<file path="src/rtl/keypad_scan.sv">
// keypad_scan: 4x4 matrix keypad scanner with debounced press/release detection
//   clk        system clock, rising edge
//   rst_n      asynchronous active-low reset
//   row[3:0]   row sense lines, active-low, asynchronous to clk
//   col[3:0]   column drive, active-low one-hot
//   key_code   {row_idx, col_idx} of the last accepted key
//   key_valid  one-cycle pulse on each accepted press
//   key_held   high while the accepted key stays pressed
module keypad_scan #(
    parameter int SCAN_DIV     = 50000,
    parameter int DEBOUNCE_CNT = 500000
) (
    input  logic       clk,
    input  logic       rst_n,
    input  logic [3:0] row,
    output logic [3:0] col,
    output logic [3:0] key_code,
    output logic       key_valid,
    output logic       key_held
);
    localparam int MAXC = (SCAN_DIV > DEBOUNCE_CNT) ? SCAN_DIV : DEBOUNCE_CNT;
    localparam int W = $clog2(MAXC);
    localparam logic [W-1:0] SCAN_LAST = W'(SCAN_DIV - 1);
    localparam logic [W-1:0] DEB_LAST = W'(DEBOUNCE_CNT - 1);
    typedef enum logic [1:0] {SCAN, DEBOUNCE, HELD, RELEASE} state_t;
    state_t state, state_nx;
    logic [W-1:0] cnt, cnt_nx;
    logic [1:0] col_idx, col_idx_nx, row_idx;
    logic [3:0] rs_meta, rs, cand, cand_nx, key_code_nx;
    logic key_valid_nx;
    // one counter serves both phases: scan dwell in SCAN, stability count otherwise
    always_ff @(posedge clk or negedge rst_n) begin
        if (!rst_n) begin
            rs_meta   <= 4'hF;
            rs        <= 4'hF;
            state     <= SCAN;
            cnt       <= '0;
            col_idx   <= 2'd0;
            cand      <= 4'hF;
            key_code  <= 4'h0;
            key_valid <= 1'b0;
        end else begin
            rs_meta   <= row;
            rs        <= rs_meta;
            state     <= state_nx;
            cnt       <= cnt_nx;
            col_idx   <= col_idx_nx;
            cand      <= cand_nx;
            key_code  <= key_code_nx;
            key_valid <= key_valid_nx;
        end
    end
    // lowest-index low row wins when several rows are pressed
    assign row_idx = !cand[0] ? 2'd0 : !cand[1] ? 2'd1 : !cand[2] ? 2'd2 : 2'd3;
    always_comb begin
        state_nx     = state;
        cnt_nx       = cnt;
        col_idx_nx   = col_idx;
        cand_nx      = cand;
        key_code_nx  = key_code;
        key_valid_nx = 1'b0;
        case (state)
            SCAN: begin
                if (cnt != SCAN_LAST) begin
                    cnt_nx = cnt + W'(1);
                end else if (rs == 4'hF) begin
                    cnt_nx     = '0;
                    col_idx_nx = col_idx + 2'd1;
                end else begin
                    cnt_nx   = '0;
                    cand_nx  = rs;
                    state_nx = DEBOUNCE;
                end
            end
            DEBOUNCE: begin
                if (rs != cand) begin
                    cnt_nx     = '0;
                    col_idx_nx = col_idx + 2'd1;
                    state_nx   = SCAN;
                end else if (cnt == DEB_LAST) begin
                    cnt_nx       = '0;
                    key_code_nx  = {row_idx, col_idx};
                    key_valid_nx = 1'b1;
                    state_nx     = HELD;
                end else begin
                    cnt_nx = cnt + W'(1);
                end
            end
            HELD: begin
                if (rs == 4'hF) begin
                    cnt_nx   = '0;
                    state_nx = RELEASE;
                end
            end
            default: begin
                if (rs != 4'hF) begin
                    cnt_nx   = '0;
                    state_nx = HELD;
                end else if (cnt == DEB_LAST) begin
                    cnt_nx     = '0;
                    col_idx_nx = col_idx + 2'd1;
                    state_nx   = SCAN;
                end else begin
                    cnt_nx = cnt + W'(1);
                end
            end
        endcase
    end
    assign col      = ~(4'b0001 << col_idx);
    assign key_held = (state == HELD) || (state == RELEASE);
endmodule

</file>
<file path="config.mk">
export PLATFORM = sky130hd
export DESIGN_NAME = keypad_scan
export DESIGN_NICKNAME = d
export VERILOG_FILES = /design/src/rtl/keypad_scan.sv
export SDC_FILE = /design/constraint.sdc
export NUM_CORES = 1
export LEC_CHECK = 0
export CAP_MARGIN = 5
export CORE_MARGIN = 5
export CORE_UTILIZATION = 25
export CTS_CLUSTER_SIZE = 30
export DETAILED_ROUTE_END_ITERATION = 8
export GPL_TIMING_DRIVEN = 0
export SYNTH_ARGS = -nofsm -noshare
export SYNTH_HDL_FRONTEND = slang
export SYNTH_SLANG_ARGS = --single-unit
export TNS_END_PERCENT = 10
</file>
<file path="constraint.sdc">
create_clock -name clk -period 3.5 [get_ports clk]
set_clock_uncertainty 0.1 [all_clocks]
set_input_delay 0.35 -clock clk [delete_from_list [all_inputs] [get_ports clk]]
set_output_delay 0.35 -clock clk [all_outputs]
set_load 0.005 [all_outputs]
</file>
Word level (Yosys, flattened, before mapping)
Index checks and enable logic that the tools add are counted.
{ "op_classes": {"n_addsub": 2, "n_mux": 26, "n_bitwise": 5, "n_shift": 1, "eq_ne": 15, "n_reduce_logical": 8} }
{ "op_table": {"columns": ["cell", "n"], "rows": [
  ["$mux 19", 5],
  ["$pmux 19 s3", 1],
  ["$mux 2", 14],
  ["$add 19x1->19 const B", 1],
  ["$eq 19x19->1 const B", 1],
  ["$ne 19x16->1 const B", 1],
  ["$pmux 2 s3", 2],
  ["$ne 2x2->1 const B", 5],
  ["$reduce_and 3->1", 2],
  ["$reduce_and 6->1", 1],
  ["$reduce_and 5->1", 1],
  ["$reduce_bool 5->1", 1],
  ["$eq 2x2->1 const B", 2],
  ["$eq 4x4->1 const B", 1],
  ["$mux 1", 4],
  ["$ne 4x4->1", 1],
  ["$ne 4x4->1 const B", 1],
  ["$not 1->1", 4],
  ["$not 4->4", 1],
  ["$shl 1x2->4 const A", 1],
  ["$ne 3x1->1 const B", 1],
  ["$ne 3x3->1 const B", 1],
  ["$reduce_bool 3->1", 1],
  ["$add 2x1->2 const B", 1],
  ["3 further kinds", 3]
]} }
{ "word_totals": {"output_inout_bits": 10, "inputBits": 6, "wordCells": 65, "register_bits": 40} }

Longest topological paths before layout
Gate-level depths: netlist of run 1.
{ "logic_depth": {"ltp_word": 4, "ltp_mapped": 8, "depth_no_buf": 7} }

Worst setup path after synthesis of run 1
Ideal clock, no wire load.
{ "synth_path": {"kind": "reg2reg", "start": "reg cnt[11]", "end": "reg cnt[10]", "synth_period_minus_slack_ns": 2.533, "arrival_ns": 2.314, "stages_incl_launch_ff": 8, "slack_ns": 0.967, "setup_ns": 0.119, "n_path_buf": 1, "required_time_ns": 3.281, "cell_sequence": "dfrtp_1 > or4b_1 > or4_4 > o41ai_4 > nor2_2 > nor3_4 > buf_6 > nor2_1"} }
{ "synth_via": {"elab_chain_cells": 4, "word_cells_on_any_way": 7, "cone_classes": "eq/ne: 2; mux: 5"} }
{ "synth_lines": {"columns": ["item", "line_no", "rtl"], "rows": [
  ["from (decl)", "27", "logic [W-1:0] cnt, cnt_nx;"],
  ["from (signal assigned)", "46", "cnt <= cnt_nx;"],
  ["$eq 19x19->1", "80, 99", null],
  ["$mux 19", "80, 99", null],
  ["$mux 19 (on tied branches)", "96, 76", null],
  ["$pmux 19 s3 *", "62", "case (state)"]
]} }
Every way passes the cells marked *; elsewhere a longest branch is shown, timed or not.
A chain may end at the register's enable or synchronous reset.

Final worst setup path of run 1
{ "layout_path": {"start": "reg cnt[11]", "end": "reg cnt[16]"} }
{ "layout_via": {"elab_chain_cells": 4, "word_cells_on_any_way": 8, "cone_classes": "add/sub: 1; eq/ne: 2; mux: 5"} }
{ "layout_lines": {"columns": ["item", "line_no"], "rows": [
  ["$add 19x1->19 / $eq 19x19->1 (equally long branches)", null],
  ["$mux 19", "80, 99"],
  ["$mux 19 (on tied branches)", "96, 76"],
  ["$pmux 19 s3 *", "62"]
]} }
Marked as above.

==> results of run 1 <==
==> state kept, by name (all words and copies together), names as in the netlist <==
name and count:
cnt 19, cand 4, key_code 4, rs 4, rs_meta 4, col_idx 2, state 2, key_valid 1
==> synthesized netlist by cell type, types with 6 or more instances <==
master and n:
dfrtp_1 28, nand2_1 21, nor2_1 21, dfstp_2 12, xnor2_1 11, inv_1 10
o21ai_0 10, ha_1 9, xor2_1 8, and3_1 6, nand3_1 6
==> final cells by class <==
cell class              instances  area share (%)
multi-input cells             145            40.4
repair buffers                 15            5.92
clock buffers                   6            3.82
inverters                      10            1.53
well taps                     105            5.35
plain buffers                   4           0.918
flip-flops and latches         40            41.4
clock inverters                 2           0.612
==> path summary, 6_finish.rpt <==
kind | start | endpoint | slack [ns] | cells past startpoint
max | cnt[11] | cnt[16] | 0.73 | 7
min | rst_n | key_valid | 0.06 | 1
max reg2reg | cnt[11] | cnt[16] | 0.73 | 7
min reg2reg | rs_meta[1] | rs[1] | 0.26 | 0
max in group asynchronous | rst_n | cnt[14] | 2.70 | 1
min in group clk | rs_meta[1] | rs[1] | 0.26 | 0
==> stage by stage <==
stage / util (%) / instances / area [µm²]
floorplan: - / 199 / 2070
global placement: 28.9 / 319 / 2350
detailed placement: 28.8 / 319 / 2340
CTS: 30.2 / 327 / 2450
global route: 30.2 / 327 / 2450
finish: 30.2 / 327 / 2450
==> per-layer routing <==
layer / up-vias / global-route usage (%) / wire, µm
met1: 692 / 10.7 / 1920
met5: - / 0 / 0
met3: 7 / 2.77 / 125
li1: 736 / - / -
met4: 0 / 3.37 / 70
met2: 14 / 13.3 / 1710
==> report_power, final <==
| group | leakage [nW] | total, W | switching [W] | internal [W] |
|---|---|---|---|---|
| sequential | 0.502 | 0.000474 | 0.00000315 | 0.000471 |
| combinational | 0.507 | 0.0000171 | 0.0000109 | 0.00000622 |
| clock | 0.0573 | 0.000362 | 0.000175 | 0.000187 |
| total | 1.07 | 0.000853 | 0.000190 | 0.000663 |
==> cells by family (layout without fill, tap and decap cells) <==
| group | Yosys count | in the layout |
|---|---|---|
| and+or+nand+nor | 83 | 83 |
| DFF | 40 | 40 |
| AOI/OAI and AO/OA | 28 | 28 |
| xor gates and xnor gates | 19 | 19 |
| buffers and inverters | 14 | 37 |
| adders and majority gates | 9 | 9 |
| muxes | 6 | 6 |
==> flow_summary.ini, run 1 <==
[critical_path]
max_stage_delay_ns = 0.55
cp_num_buf_inv = 1
cp-start-kind = flip-flop
crit_arrival_ns = 2.86
critPathKind = reg -> reg
critPathCaptureType = flip-flop
worstPathCellList = or4b_1 -> or4_4 -> o41ai_4 -> nor2_2 -> nor3_4 -> buf_6 -> nor2_1
critical_path.max_fanout = 10
critPathTopFamily = simple AND/OR/NAND/NOR gates
cp.required_ns = 3.59
crit_path_top_delay_cell = or4b_1

[floorplan]
num_io_pins = 16
die_h_um = 101
rows = 33
die_area_um2 = 10200
fp.dieW_um = 101
start_util_pct = 25.4
fp.coreArea_um2 = 8130

[power]
powerDensity_nw_per_um2 = 348
power.total_w = 0.000853
leakagePower_nw = 1.07
ir_drop_uv = 141

[logic_synthesis]
muxShareOfSynthArea_pct = 3.15
syn_inst = 199
yosysSeqAreaShare_pct = 49.1
synth-xor-area-share_pct = 8.05
syn_avg_cell_area_um2 = 10.4
synthAdderAreaFrac_pct = 5.44
synth_top_family_by_area = simple AND/OR/NAND/NOR gates
synth_edf_count = 0
synth_top_area_share_pct = 33.9
synth_cell_type_count = 45
synth_area_um2 = 2070
synth-compound-area-share_pct = 10.3
yosysWarnings = 0
syn_nets = 214
async_reset_ff_share_pct = 100
synth_area_leaders = dfrtp_1, dfstp_2, ha_1, xnor2_1, nand2_1
synthSimpleGateAreaFrac_pct = 21.1
ys_ff_latch = 40
yosysTopAreaCell = dfrtp_1
synth_flop_cell = dfrtp_1

[layout]
multi_input_area_um2 = 992
final_common_cell = dfrtp_1
final_cell_mix = dfrtp_1, nor2_1, nand2_1, clkdlybuf4s50_1, dfstp_2
n_fill_cell = 838
nNetsFinal = 236
seq_area_um2 = 1020
area_growth_pct = 18.6
layout-drive-gt1-share_pct = 15.3
antennaDiodeCount = 0

[placement]
port_buffers = 15
dp_slack_ns = 0.715
gp_congestion = 0.818
dp_hpwl_um = 2770

[global_routing]
gr-total-overflow = 0
first_global_vias = 1499
grt_pass1_wl_um = 6850
grt_max_degree = 41
antenna_found_initial = 0
grt.total_usage_pct = 8.46

[cts]
cts_tree = built
holdBufCountCts = 0
root_buffer = clkbuf_8
clk_path_buf_depth = 2
numCtsBuffers = 5
clkSinkCount = 40
htree_num_levels = 2
cts.clk_slew.worst_paths_ns = 0.08
clk_latency_ns = 0.30
cts_resized = 0
cts_setup_buffers = 0

[timing]
post-route-min-period_ns = 2.77
maxSlewHeadroom_pct = 30.7
rsz0062_at_grt = no
worst_slew_pin_slew_ns = 1.04
finalSetupViolCount = 0
holdWs_ns = 0.0640
slew_violations = 0
timing.final.crit_share_pct = 79.2
max_freq_ghz = 0.361
tns_ns = 0
worst_slack_ns = 0.726
hold_viol = 0

[route]
wl_per_cell_um = 11.7
vias = 1449
routed_wirelength_um = 3830
first_pass_iters = 4
via_per_inst = 4.43
drtAntennaViolNets = 0
drc_errors = 0
drt_iter0_drc = 80

[worst_hold_path]
holdCritPathClass = in -> async

[status]
outcome = finished, final reports clean

[run]
drv_cap = 0
Power figures use the tool's default switching activity.
==> run 2: changes to the inputs <==
==> constraint.sdc (replaced) <==
create_clock -name clk -period 2.7 [get_ports clk]
set_clock_uncertainty 0.1 [all_clocks]
set_input_delay 0.27 -clock clk [delete_from_list [all_inputs] [get_ports clk]]
set_output_delay 0.27 -clock clk [all_outputs]
set_load 0.005 [all_outputs]
==> run 2 against run 1 <==
The flow now finishes with violations (hold timing). Non-clock buffer count rose by 12. Power rose by 30%. Clock power rose by 30%. Sequential power rose by 30%. Register-to-register slack got worse by 0.70 ns. Sequential cell count did not move. Highest routed layer unchanged.
==> flow_summary.ini, run 2 (same netlist as run 1, synthesis figures left out) <==
[floorplan]
fp.coreArea_um2 = 8130
fp.dieW_um = 101
die_h_um = 101
num_io_pins = 16
die_area_um2 = 10200
rows = 33
start_util_pct = 25.4

[power]
switching_power_w = 0.000247
power.total_w = 0.00111
clkPwrFrac_pct = 42.5
power_switching_share_pct = 22.3
power_frac_comb_pct = 2.0
p_int_w = 0.000860
leakagePower_nw = 1.14
seq_power_share_pct = 55.5
powerDensity_nw_per_um2 = 423
ir_drop_uv = 185

[layout]
layout-drive-gt1-share_pct = 22.6
area_growth_pct = 26.5
top_register = cnt
final_cell_mix = dfrtp_1, nor2_1, nand2_1, clkdlybuf4s50_1, dfstp_2
n_fill_cell = 817
nNetsFinal = 248
largest_reg_flops = 19
antennaDiodeCount = 0
fin_util_pct = 32.2
final_common_cell = dfrtp_1

[placement]
dp_slack_ns = -0.0848
port_buffers = 15
gp_congestion = 0.818
dp_hpwl_um = 2770

[critical_path]
critPathKind = reg -> reg
max_stage_delay_ns = 0.52
crit_arrival_ns = 2.76
cp_num_buf_inv = 3
r2r_end = cnt[12]
cp.required_ns = 2.79
cp-start-kind = flip-flop
critPathCaptureType = flip-flop
rrSetupSlack_ns = 0.03
crit_path_top_delay_cell = or4_4
cp_common_cell = buf_6
critical_path.max_fanout = 5
critPathTopFamily = simple AND/OR/NAND/NOR gates
reg2regPathDepth = 9
worstPathCellList = or4b_1 -> or4_4 -> o41ai_4 -> buf_4 -> nor2_4 -> nor3_4 -> buf_6 -> buf_6 -> nor2_1
r2r_start = cnt[16]

[route]
drc_errors = 0
via_per_inst = 4.49
first_pass_iters = 4
drt_iter0_drc = 87
drtAntennaViolNets = 0
wl_per_cell_um = 11.9
routed_wirelength_um = 4040
vias = 1522

[cts]
cts.clk_slew.worst_paths_ns = 0.08
clkSinkCount = 40
clk_path_buf_depth = 2
numCtsBuffers = 5
holdBufCountCts = 0
cts_tree = built
clk_latency_ns = 0.30
htree_num_levels = 2
root_buffer = clkbuf_8

[global_routing]
grt_pass1_wl_um = 6920
grt.total_usage_pct = 8.53
grt_max_degree = 41
gr-total-overflow = 0
antenna_found_initial = 0
first_global_vias = 1514

[worst_hold_path]
holdCritPathClass = in -> async

[timing]
post-route-min-period_ns = 2.67
holdWs_ns = -0.0173
tns_ns = 0
maxSlewHeadroom_pct = 42.0
slew_violations = 0
worst_slew_pin_slew_ns = 0.870
max_freq_ghz = 0.375
finalSetupViolCount = 0
timing.final.crit_share_pct = 98.9
hold_viol = 28
worst_slack_ns = 0.0303
rsz0062_at_grt = yes

[status]
outcome = finished, violations left
violations = hold timing

[run]
drv_cap = 0
[run 2: power by group through the flow]
stage	Combinational, W	Sequential [W]	Clock, W
after floorplan	0.00000415	0.000624	0
after global placement	0.0000236	0.000625	0
after detailed placement	0.0000238	0.000625	0
after CTS	0.0000237	0.000614	0.000488
after global routing	0.0000270	0.000615	0.000517
final	0.0000224	0.000614	0.000470
[run 2: metrics by stage]
step	std cells	instance area, µm²
after floorplan	199	2070
after global placement	319	2350
after detailed placement	319	2340
after CTS	328	2470
after global routing	339	2620
final	339	2620
[run 2: worst max path at each step]
stage          startpoint    endpoint  slack, ns  cells after the start
2_1_floorplan     cnt[11]     cnt[10]       0.17                      7
3_3_place_gp      cnt[11]     cnt[12]      -0.12                      7
3_5_place_dp      cnt[11]     cnt[15]      -0.08                      7
4_1_cts            cnt[0]  col_idx[1]       0.02                      7
5_1_grt           cnt[16]      cnt[9]      -0.05                      9
6_report          cnt[16]     cnt[12]       0.03                      9
[run 2: per-layer routing]
layer	routed length (µm)	vias to the layer above	track usage, %
li1	-	761	-
met1	1950	731	10.7
met2	1860	22	13.3
met3	154	8	2.84
met4	79	0	3.78
met5	0	-	0
[run 2: final cells by class]
cell class | instances | area [µm²] | area share, %
Sequential cell | 40 | 1020 | 38.9
Tap cell | 105 | 131 | 5.02
Multi-Input combinational cell | 145 | 1050 | 40.2
Clock buffer | 6 | 93.8 | 3.59
Clock inverter | 2 | 15.0 | 0.574
Timing Repair Buffer | 27 | 246 | 9.42
Buffer | 4 | 22.5 | 0.861
Inverter | 10 | 37.5 | 1.43
[run 2: repair_timing]
item | 4_1_cts | 5_1_grt
gates resized for setup | 1 | 14
setup endpoints to repair | 11 | 22
buffers inserted | 1 | 10
pin swaps | 2 | 3
gates cloned | 0 | 1
